[src/rtl/cpu_pkg.sv]
// rtl/cpu_pkg.sv - shared types for the instruction fetch front-end
package cpu_pkg;

  localparam int INSTR_BYTES = 4;

  typedef struct packed {
    logic [31:0] pc;
    logic [31:0] instr;
  } fetch_entry_t;

  typedef enum logic {
    S_IDLE = 1'b0,
    S_RUN  = 1'b1
  } fetch_state_e;

endpackage

[src/rtl/sync_fifo.sv]
// rtl/sync_fifo.sv - small synchronous FIFO with a registered head and flush
// Flush has priority over push and pop; the head holds its last value when the FIFO empties.
module sync_fifo #(
  parameter int WIDTH = 64,
  parameter int DEPTH = 4,
  localparam int AW = $clog2(DEPTH),
  localparam int CW = AW + 1
) (
  input  logic             clk,
  input  logic             rst_n,
  input  logic             i_flush,
  input  logic             i_push,
  input  logic [WIDTH-1:0] i_data,
  input  logic             i_pop,
  output logic             o_valid,
  output logic [WIDTH-1:0] o_data,
  output logic [CW-1:0]    o_count
);

  logic [WIDTH-1:0] r_mem [DEPTH];
  logic [AW-1:0]    r_wr_ptr;
  logic [AW-1:0]    r_rd_ptr;
  logic [CW-1:0]    r_count;
  logic [WIDTH-1:0] r_head;

  logic             w_pop;
  logic [AW-1:0]    w_rd_next;
  logic [CW-1:0]    w_count_after_pop;

  assign w_pop             = i_pop & (r_count != '0);
  assign w_rd_next         = r_rd_ptr + AW'(w_pop);
  assign w_count_after_pop = r_count - CW'(w_pop);

  always_ff @(posedge clk) begin
    if (i_push && !i_flush) begin
      r_mem[r_wr_ptr] <= i_data;
    end
  end

  always_ff @(posedge clk or negedge rst_n) begin
    if (!rst_n) begin
      r_wr_ptr <= '0;
      r_rd_ptr <= '0;
      r_count  <= '0;
      r_head   <= '0;
    end else if (i_flush) begin
      r_wr_ptr <= '0;
      r_rd_ptr <= '0;
      r_count  <= '0;
    end else begin
      if (i_push) begin
        r_wr_ptr <= r_wr_ptr + AW'(1);
      end
      r_rd_ptr <= w_rd_next;
      r_count  <= r_count + CW'(i_push) - CW'(w_pop);
      // The next head comes from storage if anything remains, else straight from the push.
      if (w_count_after_pop != '0) begin
        r_head <= r_mem[w_rd_next];
      end else if (i_push) begin
        r_head <= i_data;
      end
    end
  end

  always_ff @(posedge clk) begin
    if (rst_n && i_push && !i_flush) begin
      assert (r_count != CW'(DEPTH)) else $error("sync_fifo: push while full");
    end
  end

  assign o_valid = (r_count != '0);
  assign o_data  = r_head;
  assign o_count = r_count;

endmodule

[src/rtl/ifetch_queue.sv]
// rtl/ifetch_queue.sv - fetch PC owner, IM read issue and instruction queue
// Holds the run FSM, fetch/request PCs, the in-flight flag and redirect kill logic.
module ifetch_queue
  import cpu_pkg::*;
#(
  parameter int          DEPTH    = 4,
  parameter logic [31:0] RESET_PC = 32'h0
) (
  input  logic        clk,
  input  logic        rst,
  input  logic        fetch_en,
  output logic        im_rd,
  output logic [13:0] im_addr,
  input  logic [31:0] im_rdata,
  output logic        out_valid,
  input  logic        out_ready,
  output logic [31:0] out_instr,
  output logic [31:0] out_pc,
  input  logic        redir_valid,
  input  logic [31:0] redir_pc
);

  localparam int CW = $clog2(DEPTH) + 1;

  fetch_state_e r_state;
  fetch_state_e w_state_nxt;
  logic [31:0]  r_fetch_pc;
  logic [31:0]  r_req_pc;
  logic         r_inflight;

  logic [31:0]  w_redir_pc;
  logic [31:0]  w_issue_pc;
  logic [CW-1:0] w_count;
  logic [CW-1:0] w_credit_sum;
  logic         w_credit_ok;
  logic         w_push;
  logic         w_pop;
  fetch_entry_t w_push_entry;
  fetch_entry_t w_head;

  assign w_redir_pc   = redir_pc & ~32'h3;
  assign w_issue_pc   = redir_valid ? w_redir_pc : r_fetch_pc;
  assign w_credit_sum = w_count + CW'(r_inflight);
  // A redirect flushes the queue and kills the returning read, so all credit is free that cycle.
  assign w_credit_ok  = redir_valid | (w_credit_sum < CW'(DEPTH));

  always_ff @(posedge clk or negedge rst) begin
    if (!rst) begin
      r_state <= S_IDLE;
    end else begin
      r_state <= w_state_nxt;
    end
  end

  always_comb begin
    w_state_nxt = r_state;
    case (r_state)
      S_IDLE:  if (fetch_en) w_state_nxt = S_RUN;
      S_RUN:   w_state_nxt = S_RUN;
      default: w_state_nxt = S_IDLE;
    endcase
  end

  always_comb begin
    im_rd = 1'b0;
    if (r_state == S_RUN) begin
      im_rd = fetch_en & w_credit_ok;
    end
  end

  assign im_addr = w_issue_pc[15:2];

  always_ff @(posedge clk or negedge rst) begin
    if (!rst) begin
      r_fetch_pc <= RESET_PC;
      r_req_pc   <= RESET_PC;
      r_inflight <= 1'b0;
    end else begin
      r_inflight <= im_rd;
      if (im_rd) begin
        r_fetch_pc <= w_issue_pc + 32'(INSTR_BYTES);
        r_req_pc   <= w_issue_pc;
      end else if (redir_valid) begin
        r_fetch_pc <= w_redir_pc;
      end
    end
  end

  assign w_push       = r_inflight & ~redir_valid;
  assign w_pop        = out_valid & out_ready & ~redir_valid;
  assign w_push_entry = '{pc: r_req_pc, instr: im_rdata};

  sync_fifo #(
    .WIDTH ($bits(fetch_entry_t)),
    .DEPTH (DEPTH)
  ) u_fifo (
    .clk     (clk),
    .rst_n   (rst),
    .i_flush (redir_valid),
    .i_push  (w_push),
    .i_data  (w_push_entry),
    .i_pop   (w_pop),
    .o_valid (out_valid),
    .o_data  (w_head),
    .o_count (w_count)
  );

  assign out_instr = w_head.instr;
  assign out_pc    = w_head.pc;

endmodule

[config.mk]
export PLATFORM = sky130hd
export DESIGN_NAME = ifetch_queue
export DESIGN_NICKNAME = d
export VERILOG_FILES = /design/src/rtl/cpu_pkg.sv /design/src/rtl/sync_fifo.sv /design/src/rtl/ifetch_queue.sv
export SDC_FILE = /design/constraint.sdc
export NUM_CORES = 1
export LEC_CHECK = 0
export ABC_CLOCK_PERIOD_IN_PS = 3600
export BUFFER_PORTS_ARGS = -buffer_cell sky130_fd_sc_hd__buf_4
export CORE_UTILIZATION = 50
export DETAILED_ROUTE_END_ITERATION = 7
export GPL_ROUTABILITY_DRIVEN = 0
export PLACE_DENSITY = 0.69
export SYNTH_ARGS = -nofsm -noshare
export SYNTH_HDL_FRONTEND = slang
export SYNTH_SLANG_ARGS = --single-unit
export TNS_END_PERCENT = 100
[constraint.sdc]
create_clock -name clk -period 3.6 [get_ports clk]
set_input_delay 0.36 -clock clk [delete_from_list [all_inputs] [get_ports clk]]
set_output_delay 0.36 -clock clk [all_outputs]
set_load 0.05 [all_outputs]
# ---- Word-level counts from Yosys, hierarchy flattened
# Memory sizes are Yosys's and may differ from the RTL's.
# Index checks and enable logic that the tools add are counted.
dict set report word_totals {
  romBits 0
  input_bits 69
  elab_cells 45
  mem_bits_rw 256
  n_memories 1
  latch_bits 0
  ff_bits 137
}
# memory words word_bits rd rd_clocked_by_memory_dff write_ports line
set memory_table {}
lappend memory_table {u_fifo.r_mem 4 64 1 0 1 sync_fifo.sv:20} ;# logic [WIDTH-1:0] r_mem [DEPTH];
dict set report classes {
  order_cmp 1
  div_mod_pow 0
  shifts 0
  mux 13
  eq_ne 0
  mul 0
  addsub 7
  bitwise 8
  n_reduce_logical 7
}
# cell count
set ops {}
lappend ops {{64-bit 2-to-1 mux} 2}
lappend ops {{32-bit 2-to-1 mux} 2}
lappend ops {{32-bit by 3-bit adder with 32-bit output (second input constant)} 1}
lappend ops {{3-bit by 1-bit adder with 3-bit output} 2}
lappend ops {{2-bit 2-to-1 mux} 3}
lappend ops {{3-bit nonzero test} 2}
lappend ops {{3-bit by 1-bit subtractor with 3-bit output} 2}
lappend ops {{1-bit AND} 5}
lappend ops {{1-bit 2-to-1 mux} 4}
lappend ops {{2-bit nonzero test} 2}
lappend ops {{3-bit < comparator (second input constant)} 1}
lappend ops {{3-bit 2-to-1 mux} 1}
lappend ops {{2-bit by 1-bit adder with 2-bit output} 1}
lappend ops {{2-bit by 1-bit adder with 2-bit output (second input constant)} 1}
lappend ops {{1-bit inverter} 2}
lappend ops {{1-bit one-hot mux with 2 select lines} 1}
lappend ops {{2-bit AND reduction} 1}
lappend ops {{1-bit logical AND} 1}
lappend ops {{1-bit logical NOT} 1}
lappend ops {{1-bit OR} 1}

# ---- Logic depth before layout (Yosys ltp)
# Gate-level depths: netlist (run 1).
dict set report logic_depth {
  ltp_word 8
  depth_mapped 14
  mapped_depth_nobuf 9
}

# ---- By module
# From an unflattened synthesis (run 1), not the netlist that was laid out.
dict set report hier_totals {
  cells_unflattened 1067
  area_unflattened_um2 15970.3
}
# module seq_area_each_um2 instances area_per_inst_um2 cells_per_inst
set by_module_without_submodules {}
lappend by_module_without_submodules {sync_fifo 9464.1 1 12589.6 732}
lappend by_module_without_submodules {ifetch_queue 1651.6 1 3380.7 335}

# ---- Worst setup path after synthesis (run 1)
# OpenSTA, ideal clock, no wires.
dict set report synth_path {
  kind {input to register}
  start {input port redir_valid}
  end {register u_fifo.r_head[0], in the netlist u_fifo.o_data[0]}
  arrival_time_ns 3.237
  stages 12
  path_buffers 7
  required_time_ns 3.473
  setup_slack_ns 0.236
  cell_sequence {buf_6 -> buf_12 -> buf_12 -> buf_4 -> clkbuf_1 -> and3b_1 -> ha_1 -> buf_1 -> buf_2 -> mux4_2 -> a222oi_1 -> inv_1}
}
dict set report synth_via {
  elab_chain_len 7
  word_cells_on_any_way 11
}
# element line
set synth_rtl {}
lappend synth_rtl {{start: declaration} ifetch_queue.sv:19} ;# input logic redir_valid,
lappend synth_rtl {{1-bit inverter (no source line) (*)} -}
lappend synth_rtl {{1-bit AND} ifetch_queue.sv:90} ;# assign w_pop = out_valid & out_ready & ~redir_valid;
lappend synth_rtl {{1-bit AND} sync_fifo.sv:30} ;# assign w_pop = i_pop & (r_count != '0);
lappend synth_rtl {{3-bit by 1-bit subtractor with 3-bit output} sync_fifo.sv:32} ;# assign w_count_after_pop = r_count - CW'(w_pop);
lappend synth_rtl {{3-bit nonzero test} sync_fifo.sv:57} ;# if (w_count_after_pop != '0) begin
lappend synth_rtl {{2-bit nonzero test (no source line)} -}
lappend synth_rtl {{2-bit AND reduction (no source line)} -}
lappend synth_rtl {{end signal: assignment} sync_fifo.sv:58} ;# r_head <= r_mem[w_rd_next];
lappend synth_rtl {{end signal: assignment} sync_fifo.sv:60} ;# r_head <= i_data;
lappend synth_rtl {{end: declaration} sync_fifo.sv:24} ;# logic [WIDTH-1:0] r_head;
# Mark *: on every way between the ends. The rest lies on a longest branch, timed or not.
# A chain may end at the register's enable or synchronous reset.

# ---- Worst setup path in the final report (run 1)
dict set report layout_path {
  start {register u_fifo.r_count[1], in the netlist u_fifo.o_count[1]}
  end {register u_fifo.r_head[31], in the netlist u_fifo.o_data[31]}
}
dict set report layout_via {
  elab_chain_len 8
  word_cells_on_any_way 11
}
# element line
set layout_rtl {}
lappend layout_rtl {{start: declaration} sync_fifo.sv:23} ;# logic [CW-1:0] r_count;
lappend layout_rtl {{start signal: assignment} sync_fifo.sv:55} ;# r_count <= r_count + CW'(i_push) - CW'(w_pop);
lappend layout_rtl {{3-bit nonzero test} {sync_fifo.sv:30, sync_fifo.sv:71}}
lappend layout_rtl {{1-bit AND (2 in a row)} ifetch_queue.sv:90}
lappend layout_rtl {{1-bit AND} sync_fifo.sv:30}
lappend layout_rtl {{3-bit by 1-bit subtractor with 3-bit output} sync_fifo.sv:32}
lappend layout_rtl {{3-bit nonzero test} sync_fifo.sv:57}
lappend layout_rtl {{2-bit nonzero test (no source line)} -}
lappend layout_rtl {{2-bit AND reduction (no source line)} -}
# Parallel ways exist; a longest one is shown, timed or not.

==> results.py, run 1 <==
metrics = {
    "run_status": {
        "outcome": "finished, final reports clean",
    },
    "critical_path": {
        "crit_family": "simple AND/OR/NAND/NOR gates",
        "slowest_delay_ps": 650,
        "worstSetupEndpointType": "register",
        "worstSetupPathType": "reg2reg",
        "crit_buf_inv": 2,
        "cp.required_ps": 4050,
        "worstPathArrival_ps": 3620,
        "critPathSlowestCell": "buf_4",
        "rrSetupSlack_ps": 440,
        "cp-start-kind": "register",
        "worst-path-max-fanout": 52,
        "path_cells": "or3_1 > and3b_1 > ha_1 > xnor2_1 > nand3b_1 > nor2b_4 > buf_4 > a222oi_1 > inv_1",
    },
    "grt": {
        "grt_max_degree": 57,
        "grt_overflow_total": 0,
        "antenna_found_initial": 0,
        "track_usage": 0.213,
        "grt_pass1_wl_um": 51100,
        "grt_pass1_vias": 8866,
    },
    "drt": {
        "ant_nets": 0,
        "via_per_inst": 5.83,
        "routed_wl_um": 33000,
        "drc": 0,
        "drt-wirelength-per-cell_um": 21.9,
        "vias": 8799,
        "drtPass1Iterations": 5,
        "drt-initial-drc-count": 854,
    },
    "cts": {
        "cts_resized": 0,
        "path_clk_slew_ps": 60,
        "htree_num_levels": 2,
        "cts_hold_buf": 1,
        "cts.sinks": 393,
        "clk_latency_ps": 520,
        "cts_max_path_buffers": 3,
        "post_cts_buffers": 0,
        "tritoncts": "built",
        "cts-root-buf": "clkbuf_16",
        "cts_made_buffers": 41,
    },
    "timing": {
        "finClkSkew_ps": 11.5,
        "grt_setup_unrepaired": "false",
        "period_needed_ps": 3160,
        "slew_violations": 0,
        "hold_viol_final": 0,
        "finalSetupViolCount": 0,
        "min_period_over_period": 0.879,
        "relSlewSlack": 0.445,
        "max_freq_ghz": 0.316,
        "tightest_slew_ps": 830,
        "setup_tns_ps": 0,
    },
    "synthesis": {
        "ys_seq_elements": 393,
        "synth_edf_count": 256,
        "ys_async_sr_fraction": 0.349,
        "synth-main-ff-cell": "edfxtp_1",
        "syn_inst": 936,
        "yosysSeqAreaShare": 0.710,
        "synth_area_mm2": 0.0157,
        "synth_fp_nets": 1015,
        "yosysWarnings": 0,
        "syn_avg_cell_area_um2": 16.7,
        "synthDistinctLibCells": 49,
    },
    "die": {
        "chipWidth_um": 179,
        "num_io_pins": 149,
        "core_area_mm2": 0.0307,
        "start_util": 0.511,
        "rows": 64,
        "fp.dieH_um": 179,
        "die_area_mm2": 0.0320,
    },
    "finish": {
        "drive_gt1_frac": 0.291,
        "final_nets": 1160,
        "diodes": 0,
        "instances_no_fill": 1510,
        "syn2layout_area_growth_pct": 18.9,
    },
    "job": {
        "cap_violations": 0,
    },
    "placement": {
        "portBuffers": 146,
        "place_inst": 1433,
        "dp_hpwl_um": 19400,
    },
    "power": {
        "p_leak_nw": 7.27,
        "peakVddDrop_mv": 0.387,
        "p_per_area_mw_per_mm2": 776,
    },
    "min_path": {
        "hold_path_class": "in2reg",
    },
}
[state kept, by name, summed over array words and instances (netlist names)]
name,flops
u_fifo.r_mem,256
u_fifo.o_count,3
r_inflight,1
u_fifo.r_rd_ptr,2
r_req_pc,32
u_fifo.r_wr_ptr,2
r_state,1
r_fetch_pc,32
u_fifo.o_data,64
[logic make-up after synthesis]
kind of cell,after synthesis,share of synthesized area
flip-flops,393,0.710
AND/OR/NAND/NOR,157,0.0521
buffers and inverters,144,0.0418
AO/OA/AOI/OAI,101,0.0547
multiplexers,97,0.114
XOR/XNOR,34,0.0190
adder cells (fa/ha/maj),10,0.00847
[worst register-to-register path, delay by kind of cell, from the launching register on]
kind | cells | cell delay (ps)
and+or+nand+nor | 4 | 1320
buffers and inverters | 2 | 760
DFF | 1 | 450
AOI/OAI and AO/OA | 1 | 240
adders and majority gates | 1 | 210
xor gates and xnor gates | 1 | 120
[layout make-up]
class	count	area [um^2]
Multi-Input combinational cell	399	3960
Clock inverter	18	196
Fill cell	2233	12000
Tap cell	396	495
Inverter	79	297
Sequential cell	393	11100
Timing Repair Buffer	167	1370
Clock buffer	58	1190
[metal layers]
metal  GRT usage  share of wire  vias up  wire (um)
met2       0.345           0.48      334      15900
met5           0              0        -          0
met3      0.0348          0.065       52       2160
met1       0.303           0.43     4522      14300
met4      0.0533          0.020        0        663
li1            -              -     3891          -
[cells in the mapped netlist (all sizes together), types with 8 or more instances]
master / instances / area [um^2]
edfxtp: 256 / 7690
inv: 79 / 297
a222oi: 65 / 651
clkbuf: 34 / 128
nand4: 9 / 62.6
xnor2: 20 / 175
mux2: 14 / 158
nor2: 16 / 60.1
buf: 31 / 230
nand2: 71 / 267
ha: 9 / 113
mux2i: 19 / 190
nor2b: 8 / 50.1
dfrtp: 137 / 3430
o21ai: 21 / 105
nand3: 17 / 103
mux4: 64 / 1440
xor2: 14 / 123
[power breakdown]
| part | switching (mW) | internal, mW | total [mW] |
|---|---|---|---|
| registers | 0.438 | 5.55 | 5.98 |
| logic | 2.66 | 1.54 | 4.20 |
| clock network | 1.68 | 2.60 | 4.28 |
[final timing paths]
check | startpoint | end | cells past startpoint
hold reg to reg | r_state | r_state | 1
setup reg to reg | u_fifo.o_count[1] | u_fifo.o_data[31] | 9
min in group asynchronous | rst | r_fetch_pc[5] | 2
max in group asynchronous | rst | r_req_pc[21] | 3
hold / removal | fetch_en | r_state | 2
setup / recovery | u_fifo.o_count[1] | u_fifo.o_data[31] | 9
[placed cells by master, fill, tap and decap left out, types with 2 or more instances in the layout]
| master | n |
|---|---|
| clkinv_2 | 8 |
| nand3b_1 | 5 |
| buf_12 | 9 |
| dfrtp_1 | 137 |
| o21ai_0 | 21 |
| nor2_1 | 15 |
| and2_4 | 4 |
| xnor2_1 | 20 |
| and2_1 | 3 |
| nor4_1 | 2 |
| a21oi_1 | 6 |
| clkbuf_8 | 6 |
| buf_4 | 156 |
| mux4_2 | 64 |
| mux2i_1 | 19 |
| clkinv_1 | 3 |
| a22oi_1 | 2 |
| nand4_1 | 8 |
| nand4b_1 | 6 |
| xor2_1 | 13 |
| nor2b_1 | 7 |
| nor3_1 | 4 |
| clkbuf_16 | 43 |
| mux2_2 | 14 |
| clkbuf_1 | 9 |
| a222oi_1 | 65 |
| ha_1 | 8 |
| inv_1 | 79 |
| and4_1 | 2 |
| and3_1 | 2 |
| nand2_1 | 71 |
| nand3_1 | 15 |
| a31oi_1 | 2 |
| edfxtp_1 | 256 |
| bufinv_16 | 4 |
[stage by stage]
stage | hold WS [ps] | utilization | cell area, um^2 | worst slack, ps | power (mW)
CTS | 21.8 | 0.607 | 18600 | 417 | 14.6
detailed placement | 374 | 0.562 | 17200 | 444 | 10.3
global route | 30.2 | 0.607 | 18600 | 265 | 15.1
global placement | 375 | 0.562 | 17200 | 499 | 10.2
floorplan | 64.4 | - | 15700 | 236 | 8.93
finish | 41.5 | 0.607 | 18600 | 435 | 14.5
No activity file was read; power rests on OpenSTA's default activity.
==> inputs of run 2 (changes only) <==
ABC_AREA = 1   (was default)
==> run 2 against run 1 <==
Net effect: cell count grew 50%; global-route usage increased by 0.76 points; critical path depth rose by 3; flip-flop and latch count stayed put; routed wire length up 15%; first-iteration DRC count down 0.35%; core utilization fell by 1.8 points; highest routed layer unchanged.
==> results.py, run 2 <==
metrics = {
    "placement": {
        "portBuffers": 146,
        "placed_cell_area_mm2": 0.0185,
        "dp_hpwl_um": 21500,
    },
    "finish": {
        "fill_cells": 2791,
        "ff_latch_area_mm2": 0.0111,
        "largest_register": "u_fifo.r_mem",
        "final_cell_mix": "nand2_1, edfxtp_1, nand3_1, buf_4, o21ai_0",
        "final_common_cell": "nand2_1",
        "multi_input_area_mm2": 0.00485,
        "fin_area_mm2": 0.0198,
        "diodes": 0,
        "syn2layout_area_growth_pct": 16.1,
        "largest_reg_flops": 256,
        "final_nets": 1860,
        "drive_gt1_frac": 0.167,
    },
    "die": {
        "core_area_mm2": 0.0335,
        "chipWidth_um": 186,
        "start_util": 0.507,
        "die_area_mm2": 0.0348,
        "fp.dieH_um": 186,
        "num_io_pins": 149,
        "rows": 67,
    },
    "synthesis": {
        "yosys-top-cells-area": "edfxtp_1, dfrtp_1, nand2_1, nand3_1, o21ai_0",
        "synthDistinctLibCells": 39,
        "synth_area_mm2": 0.0170,
        "yosysSeqAreaShare": 0.653,
        "synth.largest_area_cell": "edfxtp_1",
        "synth-main-ff-cell": "edfxtp_1",
        "yosysWarnings": 0,
        "synthMostInstantiatedCell": "nand2_1",
        "synth_top_area_frac": 0.452,
        "syn_avg_cell_area_um2": 10.2,
        "syn_inst": 1664,
        "synth_common_cells": "nand2_1, edfxtp_1, nand3_1, o21ai_0, inv_1",
        "ys_async_sr_fraction": 0.349,
        "synth_edf_count": 256,
        "synth_fp_nets": 1743,
        "ys_seq_elements": 393,
    },
    "critical_path": {
        "worst-path-max-fanout": 61,
        "worstSetupPathType": "reg2reg",
        "path_cells": "nor2_1 > inv_1 > nor2_1 > nor2_1 > ha_1 > a21oi_1 > o211ai_4 > nand2_2 > nand2_2 > buf_4 > o21ai_0 > inv_1",
        "cp-start-kind": "register",
        "crit_buf_inv": 3,
        "crit_family": "simple AND/OR/NAND/NOR gates",
        "crit_path_frequent_cell": "nor2_1",
        "slowest_delay_ps": 420,
        "worstSetupEndpointType": "register",
        "critPathSlowestCell": "dfrtp_1",
        "cp.required_ps": 4010,
        "worstPathArrival_ps": 3040,
    },
    "power": {
        "p_seq_frac": 0.388,
        "comb_power_share": 0.355,
        "p_total_mw": 15.3,
        "p_leak_nw": 8.25,
        "switching_share": 0.388,
        "p_switching_mw": 5.94,
        "power_frac_clock": 0.256,
        "p_int_mw": 9.37,
        "p_per_area_mw_per_mm2": 775,
        "peakVddDrop_mv": 0.715,
    },
    "drt": {
        "drc": 0,
        "ant_nets": 0,
        "drtPass1Iterations": 5,
        "drt-initial-drc-count": 851,
        "routed_wl_um": 38000,
        "vias": 11800,
        "via_per_inst": 5.23,
        "drt-wirelength-per-cell_um": 16.8,
    },
    "timing": {
        "hold_viol_final": 0,
        "grt_setup_unrepaired": "false",
        "min_period_over_period": 0.733,
        "slew_violations": 0,
        "finalSetupViolCount": 0,
        "relSlewSlack": 0.428,
        "period_needed_ps": 2640,
        "tightest_slew_ps": 857,
        "max_freq_ghz": 0.379,
        "finClkSkew_ps": 16.8,
        "setup_tns_ps": 0,
    },
    "job": {
        "cap_violations": 0,
    },
    "cts": {
        "cts_resized": 0,
        "clk_latency_ps": 520,
        "cts_made_buffers": 41,
        "tritoncts": "built",
        "cts_max_path_buffers": 3,
        "path_clk_slew_ps": 60,
        "cts-root-buf": "clkbuf_16",
        "cts.sinks": 393,
        "post_cts_buffers": 0,
        "cts_hold_buf": 1,
        "htree_num_levels": 2,
    },
    "grt": {
        "grt_pass1_vias": 11300,
        "antenna_found_initial": 0,
        "grt_pass1_wl_um": 61200,
        "grt_overflow_total": 0,
        "track_usage": 0.221,
        "grt_max_degree": 129,
    },
    "run_status": {
        "outcome": "finished, final reports clean",
    },
    "min_path": {
        "hold_path_class": "in2reg",
    },
}
-- run 2: changes by cell type in the layout (fill, tap and decap cells not counted), sizes merged, moves of 19 or more --
cell / before / now
inv: 80 / 152
mux2i: 19 / 0
xnor2: 20 / 1
nand3: 17 / 221
mux4: 64 / 0
o21ai: 21 / 165
nand2: 71 / 510
nor2: 16 / 67
a222oi: 65 / 0
-- run 2: cell type report --
| class | count | area share |
|---|---|---|
| Timing Repair Buffer | 173 | 0.0717 |
| Sequential cell | 393 | 0.563 |
| Tap cell | 448 | 0.0284 |
| Clock inverter | 20 | 0.00633 |
| Inverter | 151 | 0.0291 |
| Clock buffer | 55 | 0.0566 |
| Multi-Input combinational cell | 1021 | 0.245 |
-- run 2: per-stage QoR --
| stage | worst slack [ps] | hold slack [ps] | utilization | instances |
|---|---|---|---|---|
| floorplan | -648 | 64.4 | - | 1664 |
| global placement | 956 | 452 | 0.552 | 2185 |
| detailed placement | 883 | 465 | 0.552 | 2185 |
| CTS | 945 | 20.1 | 0.589 | 2261 |
| global route | 648 | 25.0 | 0.589 | 2261 |
| finish | 963 | 41.3 | 0.589 | 2261 |
-- run 2: cells by family after synthesis --
group           after synthesis  synth area share
buf+inv                     250            0.0655
compound gates              178            0.0541
xor+xnor                     14           0.00721
fa+ha+maj                    10           0.00780
simple gates                819             0.212
flops                       393             0.653
-- run 2: final timing paths --
path | start | to | slack, ps | depth (start not counted)
setup / recovery | u_fifo.o_count[1] | u_fifo.o_data[15] | 960 | 12
hold / removal | im_rdata[26] | u_fifo.r_mem[3][26] | 40 | 1
setup reg to reg | u_fifo.o_count[1] | u_fifo.o_data[15] | 960 | 12
hold reg to reg | r_fetch_pc[0] | r_fetch_pc[0] | 480 | 2
max in group asynchronous | rst | u_fifo.o_data[4] | 2290 | 3
min in group asynchronous | rst | u_fifo.o_data[24] | 480 | 2
-- run 2: power groups by stage --
stage / clock network (mW) / registers [mW] / logic (mW)
after floorplan: 0 / 7.23 / 2.51
after global placement: 0 / 6.01 / 5.38
after detailed placement: 0 / 6.03 / 5.47
after CTS: 4.00 / 5.95 / 5.50
after global routing: 4.17 / 6.02 / 5.96
final: 3.93 / 5.95 / 5.44
-- run 2: routing by layer --
layer	GRT usage	up-vias	share of wire
li1	-	5747	-
met3	0.0292	49	0.064
met4	0.0558	0	0.018
met1	0.315	5628	0.44
met2	0.361	399	0.47
met5	0	-	0
-- run 2: worst reg2reg max path: stages, from the launching register on --
cell      delay, ps
dfrtp_1         420
nor2_1          210
inv_1            90
nor2_1          140
nor2_1          130
ha_1            240
a21oi_1         260
o211ai_4        130
nand2_2         120
nand2_2         100
buf_4           350
o21ai_0         270
inv_1            70
==> inputs of run 3 (changes only) <==
ABC_AREA = 0   (was 1)
ABC_CLOCK_PERIOD_IN_PS = 2200   (was 3600)
PLACE_DENSITY = 0.72   (was 0.69)
clock period = 2.2 ns   (was 3.6 ns; I/O delays follow)
==> run 3 against run 2 <==
Net effect: the flow now finishes with violations (negative setup slack); largest power group unchanged; sequential power increased by 66%; die area shrank 7.9%; via count down 20%; global-route usage up 1.2 points; clock power is 80% higher; core utilization rose by 6.9 points; routed wire length shrank 1.5%; power is 66% higher.
==> results.py, run 3 (synthesis results as in run 1) <==
metrics = {
    "min_path": {
        "worstHoldEndpoint": "r_req_pc[26]",
        "hold_path_class": "in2reg",
        "min_from": "redir_pc[26]",
        "hold_path_depth": 3,
    },
    "critical_path": {
        "r2r_cells": 8,
        "worstPathArrival_ps": 3130,
        "cp.required_ps": 2600,
        "rrSetupSlack_ps": -530,
        "r2r-start": "u_fifo.o_count[1]",
        "regToRegEndpoint": "u_fifo.o_data[10]",
        "worstSetupEndpointType": "register",
        "worstSetupPathType": "reg2reg",
        "worst-path-max-fanout": 5,
        "cp-start-kind": "register",
    },
    "grt": {
        "grt_overflow_total": 0,
        "antenna_found_initial": 0,
        "grt_max_degree": 55,
        "grt_pass1_wl_um": 55700,
        "track_usage": 0.233,
        "grt_pass1_vias": 9675,
    },
    "finish": {
        "final_cell_mix": "edfxtp_1, buf_4, dfrtp_1, inv_1, nand2_1",
        "fill_cells": 2041,
        "diodes": 0,
        "drive_gt1_frac": 0.337,
        "syn2layout_area_growth_pct": 28.8,
        "largest_reg_flops": 256,
        "final_nets": 1281,
        "instances_no_fill": 1631,
        "multi_input_area_mm2": 0.00401,
        "fin_area_mm2": 0.0202,
        "largest_register": "u_fifo.r_mem",
        "ff_latch_area_mm2": 0.0111,
        "final_common_cell": "edfxtp_1",
    },
    "die": {
        "fp.dieH_um": 179,
        "rows": 64,
        "die_area_mm2": 0.0320,
        "start_util": 0.511,
        "chipWidth_um": 179,
        "num_io_pins": 149,
        "core_area_mm2": 0.0307,
    },
    "drt": {
        "ant_nets": 0,
        "routed_wl_um": 37400,
        "drt-initial-drc-count": 1158,
        "via_per_inst": 5.81,
        "drc": 0,
        "drtPass1Iterations": 5,
        "vias": 9471,
        "drt-wirelength-per-cell_um": 22.9,
    },
    "cts": {
        "cts_max_path_buffers": 3,
        "path_clk_slew_ps": 60,
        "htree_num_levels": 2,
        "cts_made_buffers": 41,
        "cts.sinks": 393,
        "clk_latency_ps": 540,
        "cts-root-buf": "clkbuf_16",
        "tritoncts": "built",
    },
    "placement": {
        "portBuffers": 146,
        "dp_slack_ps": -462,
        "placed_cell_area_mm2": 0.0179,
        "place_inst": 1490,
        "dp_hpwl_um": 21600,
    },
    "power": {
        "peakVddDrop_mv": 0.580,
        "p_per_area_mw_per_mm2": 1260,
        "p_leak_nw": 7.98,
    },
    "timing": {
        "slew_violations": 0,
        "grt_setup_unrepaired": "true",
        "min_period_over_period": 1.24,
        "period_needed_ps": 2730,
        "finalSetupViolCount": 66,
        "tightest_slew_ps": 456,
        "max_freq_ghz": 0.366,
        "hold_viol_final": 0,
        "finClkSkew_ps": 23.4,
        "layout_setup_ws_ps": -529,
        "relSlewSlack": 0.696,
    },
    "run_status": {
        "violations": "negative setup slack",
        "outcome": "finished with violations",
    },
    "job": {
        "cap_violations": 0,
    },
}
run 3: cell count changes in the layout (fill, tap and decap cells not counted), moves of 40 or more:
cell      change
buf_4        +40
nand2_1     -413
inv_1        -65
mux4_2       +64
o21ai_0     -130
a222oi_1     +65
nand3_1     -203
run 3: worst max-delay path by stage:
| stage | start | end | slack, ps | cells past startpoint |
|---|---|---|---|---|
| after CTS | u_fifo.o_count[1] | u_fifo.o_data[14] | -430 | 7 |
| after global placement | u_fifo.o_count[1] | u_fifo.o_data[46] | -360 | 7 |
| after detailed placement | u_fifo.o_count[1] | u_fifo.o_data[31] | -460 | 10 |
| final | u_fifo.o_count[1] | u_fifo.o_data[10] | -530 | 8 |
| after floorplan | u_fifo.o_count[1] | u_fifo.o_data[0] | -480 | 8 |
| after global routing | u_fifo.o_count[1] | u_fifo.o_data[62] | -630 | 8 |
run 3: critical path: stages (launching register included):
cell and delay (ps):
dfrtp_1 380, or3_4 390, and3b_2 240, ha_4 330, buf_6 130, buf_16 120, mux4_2 510, a222oi_1 420
inv_1 90
run 3: where the power goes:
| part | total (mW) | internal (mW) | leakage, nW | switching (mW) |
|---|---|---|---|---|
| clock | 7.07 | 4.29 | 0.670 | 2.78 |
| sequential | 9.88 | 9.07 | 4.02 | 0.804 |
| combinational | 8.45 | 3.62 | 3.30 | 4.83 |
| total | 25.4 | 17.0 | 7.98 | 8.41 |
run 3: cell type report:
class	instances	share of cell area
Sequential cell	393	0.551
Multi-Input combinational cell	400	0.199
Timing Repair Buffer	287	0.143
Clock buffer	66	0.0606
Tap cell	396	0.0246
Inverter	79	0.0147
Clock inverter	10	0.00794
run 3: stage by stage:
stage | hold slack (ps) | util | total power, mW | TNS (ps)
CTS | 39.2 | 0.647 | 24.9 | -25240
finish | 43.3 | 0.658 | 25.4 | -27540
detailed placement | 177 | 0.582 | 17.4 | -23450
floorplan | -75.6 | - | 14.8 | -30050
global placement | 173 | 0.582 | 17.2 | -19120
global route | 56.3 | 0.658 | 26.4 | -33860
run 3: per-layer routing:
layer  global-route usage  share of wire  vias up  wire [um]
met5                    0              0        -          0
met4               0.0593          0.020        0        737
met3               0.0420          0.075       61       2820
met2                0.374           0.49      418      18400
met1                0.332           0.41     4860      15500
li1                     -              -     4132          -
run 3: timing repair:
item | in CTS | in global routing
gates cloned | 4 | 8
gates resized for setup | 19 | 8
endpoints found under the hold margin | 203 | 0
buffers inserted | 8 | 15
pin swaps | 7 | 16
endpoints found under the setup margin | 67 | 67
hold buffers | 35 | 0
